`src/rtl/key_scan_if.sv`:
```
// key_scan_if: keypad matrix lines plus the decoded key event outputs
interface key_scan_if;
   logic [3:0] key_col;
   logic [3:0] key_row;
   logic       key_vld;
   logic [3:0] key_num;
   logic       key_down;
   modport master (output key_col, key_vld, key_num, key_down, input key_row);
   modport slave (input key_col, key_vld, key_num, key_down, output key_row);
endinterface

```
`src/rtl/key_scan.sv`:
```
// key_scan: 4x4 active-low keypad scanner with frame debounce and single-key press events
module key_scan #(
   parameter int SCAN_CYC   = 50_000,
   parameter int DEBOUNCE_N = 20
) (
   input logic        clk,
   input logic        rst,
   key_scan_if.master bus
);
   localparam int CW = $clog2(SCAN_CYC);
   localparam int SW = $clog2(DEBOUNCE_N + 1);
   localparam logic [CW-1:0] LAST = CW'(SCAN_CYC - 1);
   localparam logic [SW-1:0] DN = SW'(DEBOUNCE_N);
   typedef enum logic [1:0] {IDLE, PRESS, MULTI} state_t;
   logic [3:0]    row_meta, row_sync;
   logic [CW-1:0] cnt0;
   logic [1:0]    cnt1;
   logic [15:0]   snap, snap_nxt, prev_snap, deb;
   logic [SW-1:0] stab_cnt, stab_nxt;
   logic          slot_end, frame_end, one_hot, vld, vld_nxt;
   logic [3:0]    idx, num, num_nxt;
   state_t        state, state_nxt;
   assign slot_end = cnt0 == LAST;
   assign frame_end = slot_end && cnt1 == 2'd3;
   assign bus.key_col = ~(4'b0001 << cnt1);
   assign bus.key_vld = vld;
   assign bus.key_num = num;
   assign bus.key_down = state == PRESS;
   assign stab_nxt = snap_nxt != prev_snap ? SW'(1) : (stab_cnt == DN ? DN : stab_cnt + 1'b1);
   // two-flop synchronizer for the asynchronous row lines; idle rows read high
   always_ff @(posedge clk) begin
      if (rst) begin
         row_meta <= '1;
         row_sync <= '1;
      end else begin
         row_meta <= bus.key_row;
         row_sync <= row_meta;
      end
   end
   // slot timer and column index, wrapping back-to-back with no idle gap
   always_ff @(posedge clk) begin
      if (rst) begin
         cnt0 <= '0;
         cnt1 <= '0;
      end else begin
         cnt0 <= slot_end ? '0 : cnt0 + 1'b1;
         cnt1 <= slot_end ? cnt1 + 1'b1 : cnt1;
      end
   end
   // merge the end-of-slot sample into the snapshot so the frame compare sees column 3 fresh
   always_comb begin
      snap_nxt = snap;
      for (int r = 0; r < 4; r++)
         if (slot_end) snap_nxt[r*4 + int'(cnt1)] = ~row_sync[r];
   end
   // frame-level debounce: count identical frames and accept once the run is long enough
   always_ff @(posedge clk) begin
      if (rst) begin
         snap      <= '0;
         prev_snap <= '0;
         deb       <= '0;
         stab_cnt  <= '0;
      end else begin
         snap <= snap_nxt;
         if (frame_end) begin
            prev_snap <= snap_nxt;
            stab_cnt  <= stab_nxt;
            if (stab_nxt == DN) deb <= snap_nxt;
         end
      end
   end
   // classify the accepted snapshot: single key and its index
   always_comb begin
      idx = '0;
      for (int i = 0; i < 16; i++)
         if (deb[i]) idx = 4'(i);
      one_hot = deb != '0 && (deb & (deb - 16'd1)) == '0;
   end
   // press tracking: a pulse only on a clean transition from all-released to one key
   always_comb begin
      state_nxt = state;
      num_nxt = num;
      vld_nxt = 1'b0;
      case (state)
         IDLE: begin
            state_nxt = one_hot ? PRESS : (deb != '0 ? MULTI : IDLE);
            num_nxt = one_hot ? idx : num;
            vld_nxt = one_hot;
         end
         PRESS: state_nxt = deb == '0 ? IDLE : (deb != (16'd1 << num) ? MULTI : PRESS);
         default: state_nxt = deb == '0 ? IDLE : MULTI;
      endcase
   end
   // FSM state and registered event outputs
   always_ff @(posedge clk) begin
      if (rst) begin
         state <= IDLE;
         num   <= '0;
         vld   <= 1'b0;
      end else begin
         state <= state_nxt;
         num   <= num_nxt;
         vld   <= vld_nxt;
      end
   end
endmodule

```
`src/flat_wrapper.sv`:
```
// flat-port wrapper written by rule: the top's interface ports become plain ports
module key_scan_flat 
#(
   parameter int SCAN_CYC   = 50_000,
   parameter int DEBOUNCE_N = 20
)
  (clk, rst, bus_key_col, bus_key_vld, bus_key_num, bus_key_down, bus_key_row);
  key_scan_if bus_i ();
  input logic clk;
  input logic rst;
  output wire logic [$bits(bus_i.key_col)-1:0] bus_key_col;
  output wire logic [$bits(bus_i.key_vld)-1:0] bus_key_vld;
  output wire logic [$bits(bus_i.key_num)-1:0] bus_key_num;
  output wire logic [$bits(bus_i.key_down)-1:0] bus_key_down;
  input wire logic [$bits(bus_i.key_row)-1:0] bus_key_row;
  assign bus_key_col = bus_i.key_col;
  assign bus_key_vld = bus_i.key_vld;
  assign bus_key_num = bus_i.key_num;
  assign bus_key_down = bus_i.key_down;
  assign bus_i.key_row = bus_key_row;
  key_scan #(.SCAN_CYC(SCAN_CYC), .DEBOUNCE_N(DEBOUNCE_N)) u_core (.clk(clk), .rst(rst), .bus(bus_i));
endmodule
```
`config.mk`:
```
export PLATFORM = sky130hd
export DESIGN_NAME = key_scan_flat
export DESIGN_NICKNAME = d
export VERILOG_FILES = /design/src/rtl/key_scan_if.sv /design/src/rtl/key_scan.sv /design/src/flat_wrapper.sv
export SDC_FILE = /design/constraint.sdc
export NUM_CORES = 1
export LEC_CHECK = 0
export BUFFER_PORTS_ARGS = -buffer_cell sky130_fd_sc_hd__buf_4
export CAP_MARGIN = 20
export CORE_UTILIZATION = 40
export DETAILED_ROUTE_END_ITERATION = 10
export HOLD_SLACK_MARGIN = 0.15
export SYNTH_ARGS = -nofsm -noshare
export SYNTH_HDL_FRONTEND = slang
export SYNTH_SLANG_ARGS = --single-unit
```
`constraint.sdc`:
```
create_clock -name clk -period 4 [get_ports clk]
set_input_delay 0.4 -clock clk [delete_from_list [all_inputs] [get_ports clk]]
set_output_delay 0.4 -clock clk [all_outputs]
set_load 0.02 [all_outputs]
```
==> results of run 1 <==
-- synthesized netlist by cell type, types with 4 or more instances --
library cell and instances:
dfxtp_1 86, mux2_2 7, xor2_1 11, nand2b_1 16, a21oi_1 40, clkbuf_1 21
or3_1 5, o22ai_1 4, inv_1 22, a211oi_1 13, nand2_1 32, nor4_1 6
and4_1 4, xnor2_1 15, and3_1 9, nor3_1 15, mux2i_1 7, and2_1 6
o21ai_0 18, mux2_1 10, o31ai_1 6, nor2_1 73, nand3_1 28, o211ai_1 4
nand4_1 6, o21a_1 9, or2_2 9, ha_1 7, o2111ai_1 4, nor2b_1 17
-- critical path, stage by stage (launching register included) --
cell and delay [ns]:
dfxtp_1 0.40, inv_1 0.08, ha_1 0.36, nand2b_1 0.24, and3_1 0.20, a2111o_1 0.38
nor4_1 0.34, nor4bb_1 0.83, and3_1 0.27, a211oi_1 0.05
-- metrics by stage --
stage           util  hold WS, ns  worst slack (ns)  instances
4_1_cts        0.461        0.215             0.683        699
6_report       0.461        0.231             0.697        699
3_5_place_dp   0.434        0.397             0.696        683
5_1_grt        0.461        0.224             0.541        699
2_1_floorplan      -        0.389             0.915        552
3_3_place_gp   0.434        0.393             0.787        683
-- layout make-up --
class	count	area [sq um]	share of cell area
flip-flops and latches	86	1720	0.342
well taps	140	175	0.0348
inverters	23	86.3	0.0171
clock buffers	9	225	0.0447
repair buffers	19	143	0.0283
multi-input cells	415	2620	0.519
clock inverters	7	71.3	0.0142
-- per-layer routing --
metal / routed length (um) / part of all wire / GRT usage / up-vias
met2: 4720 / 0.43 / 0.291 / 103
met1: 5430 / 0.49 / 0.281 / 1811
met4: 354 / 0.032 / 0.117 / 0
li1: - / - / - / 1959
met3: 543 / 0.049 / 0.0374 / 24
met5: 0 / 0 / 0 / -
-- where the power goes --
group          switching, mW  internal (mW)
combinational         0.0205         0.0112
sequential           0.00582          0.862
clock                  0.366          0.487
total                  0.392           1.36
-- worst paths after layout --
check,to,startpoint,slack [ns],depth (start not counted)
worst max-delay path,u_core.stab_cnt[0]$_SDFFE_PP0P_,u_core.cnt1[0]$_SDFFE_PP0N_,0.70,9
worst min-delay path,u_core.row_meta[3]$_SDFF_PP1_,bus_key_row[3],0.23,2
worst max register to register,u_core.stab_cnt[0]$_SDFFE_PP0P_,u_core.cnt1[0]$_SDFFE_PP0N_,0.70,9
worst min register to register,u_core.row_sync[0]$_SDFF_PP1_,u_core.row_meta[0]$_SDFF_PP1_,0.41,1
-- kinds of logic after synthesis --
logic type	after synthesis
compound gates	116
fa+ha+maj	8
simple gates	241
buf+inv	51
flops	86
mux	24
xor+xnor	26
-- state kept, by name, indices dropped and copies added (netlist names) --
name	count
u_core.state	2
u_core.stab_cnt	5
u_core.snap	16
u_core.row_meta	4
u_core.bus.key_num	4
u_core.deb	16
u_core.bus.key_vld	1
u_core.cnt1	2
u_core.prev_snap	16
u_core.cnt0	16
u_core.row_sync	4
==> flow_summary.rst, run 1 <==
.. list-table::
   :header-rows: 1

   * - Metric
     - Value
   * - Syn_nets
     - 565
   * - Cts repair resizes
     - 0
   * - Dominant synthesized flop cell
     - dfxtp_1
   * - Number of core rows
     - 38
   * - Net total in the final layout
     - 567
   * - Clock root cell
     - clkbuf_16
   * - Post-synthesis cell type with the largest combined area
     - dfxtp_1
   * - Remaining design rule violation count
     - 0
   * - Power density cells
     - 348 nW/um^2
   * - Unrepaired setup endpoints after global routing
     - false
   * - Lkg Pwr
     - 1.86 nW
   * - Total via count after detailed routing
     - 3,897
   * - Post-CTS setup repair buffer count
     - 0
   * - Via-to-Cell Ratio
     - 5.58
   * - Hold Buf Count CTS
     - 0
   * - Run status
     - finished clean
   * - Type of the most critical hold path
     - primary input to flip-flop
   * - Crit path required time
     - 4.21 ns
   * - Maximum operating frequency
     - 303 MHz
   * - Largest family of logic cells by synthesized area
     - simple AND/OR/NAND/NOR gates
   * - GRT Resource Usage Total
     - 0.202
   * - Commonest cells after routing, fill and taps aside
     - dfxtp_1 (86), nor2_1 (72), a21oi_1 (40)
   * - Final period demand of the worst path
     - 3.30 ns
   * - Clock input transition at the sequential cells of the worst setup and hold paths
     - 0.07 ns
   * - Clock tree skew after final layout
     - 0.00755 ns
   * - Ys Warns
     - 0
   * - Starting DRC count in detailed routing
     - 265
   * - Fraction of final layout cells with drive strength greater than 1
     - 0.104
   * - Port Buffers
     - 15
   * - Synth Area in XOR/XNOR
     - 0.0502
   * - Antenna diode count
     - 0
   * - Fraction of registers with async set or reset after synthesis
     - 0
   * - Core Area
     - 10,900 sq um
   * - Total power
     - 1.75 mW
   * - Remaining Overflow, GRT
     - 0
   * - Synth Area in Adders
     - 0.0215
   * - Number of global-route vias before repair
     - 3,506
   * - Antenna violations before repair
     - 0
   * - Critical path endpoint category
     - flip-flop
   * - Setup Total Neg Slack
     - 0 ns
   * - First-pass GRT wire length
     - 18,200 um
   * - Most common cell after layout, fill and taps aside
     - dfxtp_1
   * - Height of the chip
     - 108 um
   * - Number of inserted filler cells in the final layout
     - 1,093
   * - Synth Area in Simple Gates
     - 0.281
   * - Final hold violation count
     - 0
   * - Mean area per synthesized cell
     - 8.21 sq um
   * - Ports placed on the boundary
     - 16
   * - Post-synth cell types
     - 59
   * - Max Fanout on Critical Path
     - 12
   * - Mux cell area share after synthesis
     - 0.0577
   * - Count of nets left with antenna violations after detail routing
     - 0
   * - Share of the synthesized area in the top cell type
     - 0.380
   * - Post-synth design cell area
     - 4530 sq um
   * - WS Path Type
     - flip-flop to flip-flop
   * - Final weighted congestion in routability-driven placement
     - 0.924
   * - Die Area
     - 11,800 sq um
   * - Tcrit/Tclk final
     - 0.826
   * - Cts bufs inserted
     - 9
   * - Sequential area share after synthesis
     - 0.380
   * - Later-pin clock latency in the skew report
     - 0.35 ns
   * - Final setup viols
     - 0
   * - Total half-perimeter wirelength after legalization and detailed placement
     - 7920 um
   * - Count of clock tree sinks
     - 86
   * - Number of maximum-capacitance constraint violations
     - 0
   * - Placement-stage cell area
     - 4740 sq um
   * - Post-synthesis compound-gate area fraction
     - 0.166
   * - Worst slew margin
     - 0.389
   * - Level count of the clock H-tree
     - 3
   * - Syn Inst Count
     - 552
   * - Number of iterations in the first detailed-routing pass
     - 5
   * - Most area-consuming cells after synthesis
     - dfxtp_1 (38%), nor2_1 (6.0%), a21oi_1 (4.4%), nand3_1 (3.1%), xnor2_1 (2.9%)
   * - Number of buffers on the longest clock path
     - 2
   * - Worst voltage drop across the vdd grid
     - 0.000172 V
   * - Number of enable flip-flop cells after synthesis
     - 0
   * - Actual slew at the worst max-slew pin
     - 0.908 ns
   * - Final std cell area, no fill
     - 5040 sq um
   * - Data arrival, critical path
     - 3.51 ns
   * - Routed wire length
     - 11,000 um
   * - Largest net degree at the start of global routing
     - 71
   * - Number of storage elements in the synthesis netlist
     - 86
   * - Effective utilization at floorplan
     - 0.415
   * - Die Span X
     - 108 um
   * - Worst Setup Start Kind
     - flip-flop
   * - Area growth, synth to finish
     - 11.1%
   * - Routed len/inst
     - 15.8 um
   * - CTS tree
     - yes
   * - Number of max-slew violations in the final report
     - 0
Note: power is estimated with default switching activity, not from simulation.
==> inputs of run 2 (changes only) <==
==> constraint.sdc (replaced) <==
create_clock -name clk -period 2.95 [get_ports clk]
set_input_delay 0.295 -clock clk [delete_from_list [all_inputs] [get_ports clk]]
set_output_delay 0.295 -clock clk [all_outputs]
set_load 0.02 [all_outputs]
==> run 2 against run 1 <==
- power rose by 42%
- worst setup slack got worse by 0.61 ns
- cell count rose by 3.4%
- design area rose by 6.3%
- clock-buffer cell count did not move
- sequential share of layout area fell by 1.9 points
- combinational power rose by 69%
==> flow_summary.rst, run 2 (synthesis results as in run 1) <==
.. list-table::
   :header-rows: 1

   * - Metric
     - Value
   * - Net total in the final layout
     - 591 (was 567)
   * - Cell-internal power
     - 1.94 mW (was 1.36 mW)
   * - Area used by multi-input combinational logic
     - 2670 sq um (was 2620 sq um)
   * - Number of core rows
     - 38 (unchanged)
   * - Net Sw Power
     - 548 uW (was 392 uW)
   * - Die Span X
     - 108 um (unchanged)
   * - Maximum operating frequency
     - 349 MHz (was 303 MHz)
   * - Total via count after detailed routing
     - 4,009 (was 3,897)
   * - Power density cells
     - 465 nW/um^2 (was 348 nW/um^2)
   * - Area growth, synth to finish
     - 18.1% (was 11.1%)
   * - Final period demand of the worst path
     - 2.87 ns (was 3.30 ns)
   * - Clock root cell
     - clkbuf_16 (unchanged)
   * - Final hold slack
     - 0.410 ns (was 0.231 ns)
   * - Run status
     - finished clean (unchanged)
   * - Later-pin clock latency in the skew report
     - 0.35 ns (about the same)
   * - Data arrival, critical path
     - 3.09 ns (was 3.51 ns)
   * - Tcrit/Tclk final
     - 0.972 (was 0.826)
   * - Routed len/inst
     - 15.9 um (was 15.8 um)
   * - Total half-perimeter wirelength after legalization and detailed placement
     - 8140 um (was 7920 um)
   * - Remaining design rule violation count
     - 0 (unchanged)
   * - Remaining Overflow, GRT
     - 0 (unchanged)
   * - Fraction of power consumed by sequential logic
     - 0.472 (was 0.495)
   * - Effective utilization at floorplan
     - 0.415 (unchanged)
   * - Register cell area after layout
     - 1730 sq um (was 1720 sq um)
   * - WS Path Type
     - flip-flop to flip-flop (unchanged)
   * - Via-to-Cell Ratio
     - 5.54 (was 5.58)
   * - Commonest cells after routing, fill and taps aside
     - dfxtp_1 (84), nor2_1 (71), a21oi_1 (40) (was dfxtp_1 (86), nor2_1 (72), a21oi_1 (40))
   * - Most common cell after layout, fill and taps aside
     - dfxtp_1 (unchanged)
   * - Clock tree skew after final layout
     - 0.0104 ns (was 0.00755 ns)
   * - Worst slew margin
     - 0.579 (was 0.389)
   * - GRT Resource Usage Total
     - 0.207 (was 0.202)
   * - Number of global-route vias before repair
     - 3,679 (was 3,506)
   * - Combinational group share of total power
     - 0.022 (was 0.018)
   * - Number of inserted filler cells in the final layout
     - 1,082 (was 1,093)
   * - Cts bufs inserted
     - 9 (unchanged)
   * - Height of the chip
     - 108 um (unchanged)
   * - Count of clock tree sinks
     - 86 (unchanged)
   * - Final weighted congestion in routability-driven placement
     - 0.867 (was 0.924)
   * - Fraction of final layout cells with drive strength greater than 1
     - 0.158 (was 0.104)
   * - Actual slew at the worst max-slew pin
     - 0.631 ns (was 0.908 ns)
   * - Antenna violations before repair
     - 0 (unchanged)
   * - First-pass GRT wire length
     - 18,700 um (was 18,200 um)
   * - Core Area
     - 10,900 sq um (unchanged)
   * - Lkg Pwr
     - 1.99 nW (was 1.86 nW)
   * - Starting DRC count in detailed routing
     - 312 (was 265)
   * - Critical path endpoint category
     - flip-flop (unchanged)
   * - Level count of the clock H-tree
     - 3 (unchanged)
   * - Type of the most critical hold path
     - flip-flop to flip-flop (was primary input to flip-flop)
   * - Final hold violation count
     - 0 (unchanged)
   * - Crit path required time
     - 3.18 ns (was 4.21 ns)
   * - Clock input transition at the sequential cells of the worst setup and hold paths
     - 0.07 ns (about the same)
   * - Final setup viols
     - 0 (unchanged)
   * - Number of max-slew violations in the final report
     - 0 (unchanged)
   * - Ports placed on the boundary
     - 16 (unchanged)
   * - Largest net degree at the start of global routing
     - 62 (was 71)
   * - Worst voltage drop across the vdd grid
     - 0.000331 V (was 0.000172 V)
   * - Number of buffers on the longest clock path
     - 2 (unchanged)
   * - Max Fanout on Critical Path
     - 8 (was 12)
   * - Switching share of power
     - 0.220 (was 0.224)
   * - Worst setup margin
     - 0.0825 ns (was 0.697 ns)
   * - Die Area
     - 11,800 sq um (unchanged)
   * - Post-Place Worst Slack
     - -0.0693 ns (was 0.696 ns)
   * - Routed wire length
     - 11,500 um (was 11,000 um)
   * - CTS tree
     - yes (unchanged)
   * - Port Buffers
     - 15 (unchanged)
   * - Antenna diode count
     - 0 (unchanged)
   * - Worst Setup Start Kind
     - flip-flop (unchanged)
   * - Number of iterations in the first detailed-routing pass
     - 5 (unchanged)
   * - Count of nets left with antenna violations after detail routing
     - 0 (unchanged)
   * - Power share of the clock group
     - 0.507 (was 0.487)
   * - Number of maximum-capacitance constraint violations
     - 0 (unchanged)
-- run 2: critical path, stage by stage, from the launching register on --
cell and delay, ns:
dfxtp_4 0.37, inv_2 0.05, ha_4 0.16, nand2b_4 0.14, and3_1 0.17, a2111o_1 0.42
nor4_4 0.31, o2111ai_2 0.17, nor4b_4 0.28, buf_4 0.19, clkbuf_16 0.16, mux2_1 0.31
-- run 2: routing by layer --
layer / up-vias / part of all wire / track usage
met5: - / 0 / 0
met4: 0 / 0.011 / 0.0676
met3: 11 / 0.052 / 0.0428
met2: 90 / 0.44 / 0.313
met1: 1898 / 0.50 / 0.292
li1: 2010 / - / -
-- run 2: path summary, 6_finish.rpt --
check | endpoint | slack (ns) | depth (start not counted) | start
hold / removal | u_core.row_sync[2]$_SDFF_PP1_ | 0.41 | 1 | u_core.row_meta[2]$_SDFF_PP1_
hold reg to reg | u_core.row_sync[2]$_SDFF_PP1_ | 0.41 | 1 | u_core.row_meta[2]$_SDFF_PP1_
setup / recovery | u_core.deb[11]$_SDFFE_PP0P_ | 0.08 | 11 | u_core.cnt1[0]$_SDFFE_PP0N_
setup reg to reg | u_core.deb[11]$_SDFFE_PP0P_ | 0.08 | 11 | u_core.cnt1[0]$_SDFFE_PP0N_
-- run 2: layout make-up --
| class | instances | area share |
|---|---|---|
| timing repair buffer | 43 | 0.0677 |
| sequential | 86 | 0.322 |
| multi-input combinational | 415 | 0.499 |
| inverter | 23 | 0.0171 |
| clock buffer | 9 | 0.0420 |
| clock inverter | 7 | 0.0192 |
| tap | 140 | 0.0327 |
-- run 2: power groups by stage --
stage | sequential, mW | combinational (mW) | clock [mW]
final | 1.18 | 0.0537 | 1.26
after global routing | 1.18 | 0.0590 | 1.34
after CTS | 1.18 | 0.0535 | 1.29
after detailed placement | 1.20 | 0.0472 | 0
after global placement | 1.20 | 0.0470 | 0
after floorplan | 1.20 | 0.0324 | 0
-- run 2: what timing repair did --
action                                  in CTS  in global routing
buffers inserted                             0                  1
endpoints found under the hold margin        4                  0
gates cloned                                 0                  1
endpoints found under the setup margin      16                 16
pin swaps                                    3                  5
hold buffers                                 4                  0
resized for setup                            2                 16
-- run 2: metrics by stage --
step / util / cells / area (sq um) / setup TNS, ns / power [mW]
2_1_floorplan: - / 552 / 4540 / 0 / 1.23
3_3_place_gp: 0.448 / 701 / 4890 / 0 / 1.25
5_1_grt: 0.490 / 723 / 5360 / -0.133 / 2.58
4_1_cts: 0.482 / 721 / 5280 / 0 / 2.52
3_5_place_dp: 0.448 / 701 / 4890 / -0.822 / 1.25
6_report: 0.490 / 723 / 5360 / 0 / 2.49
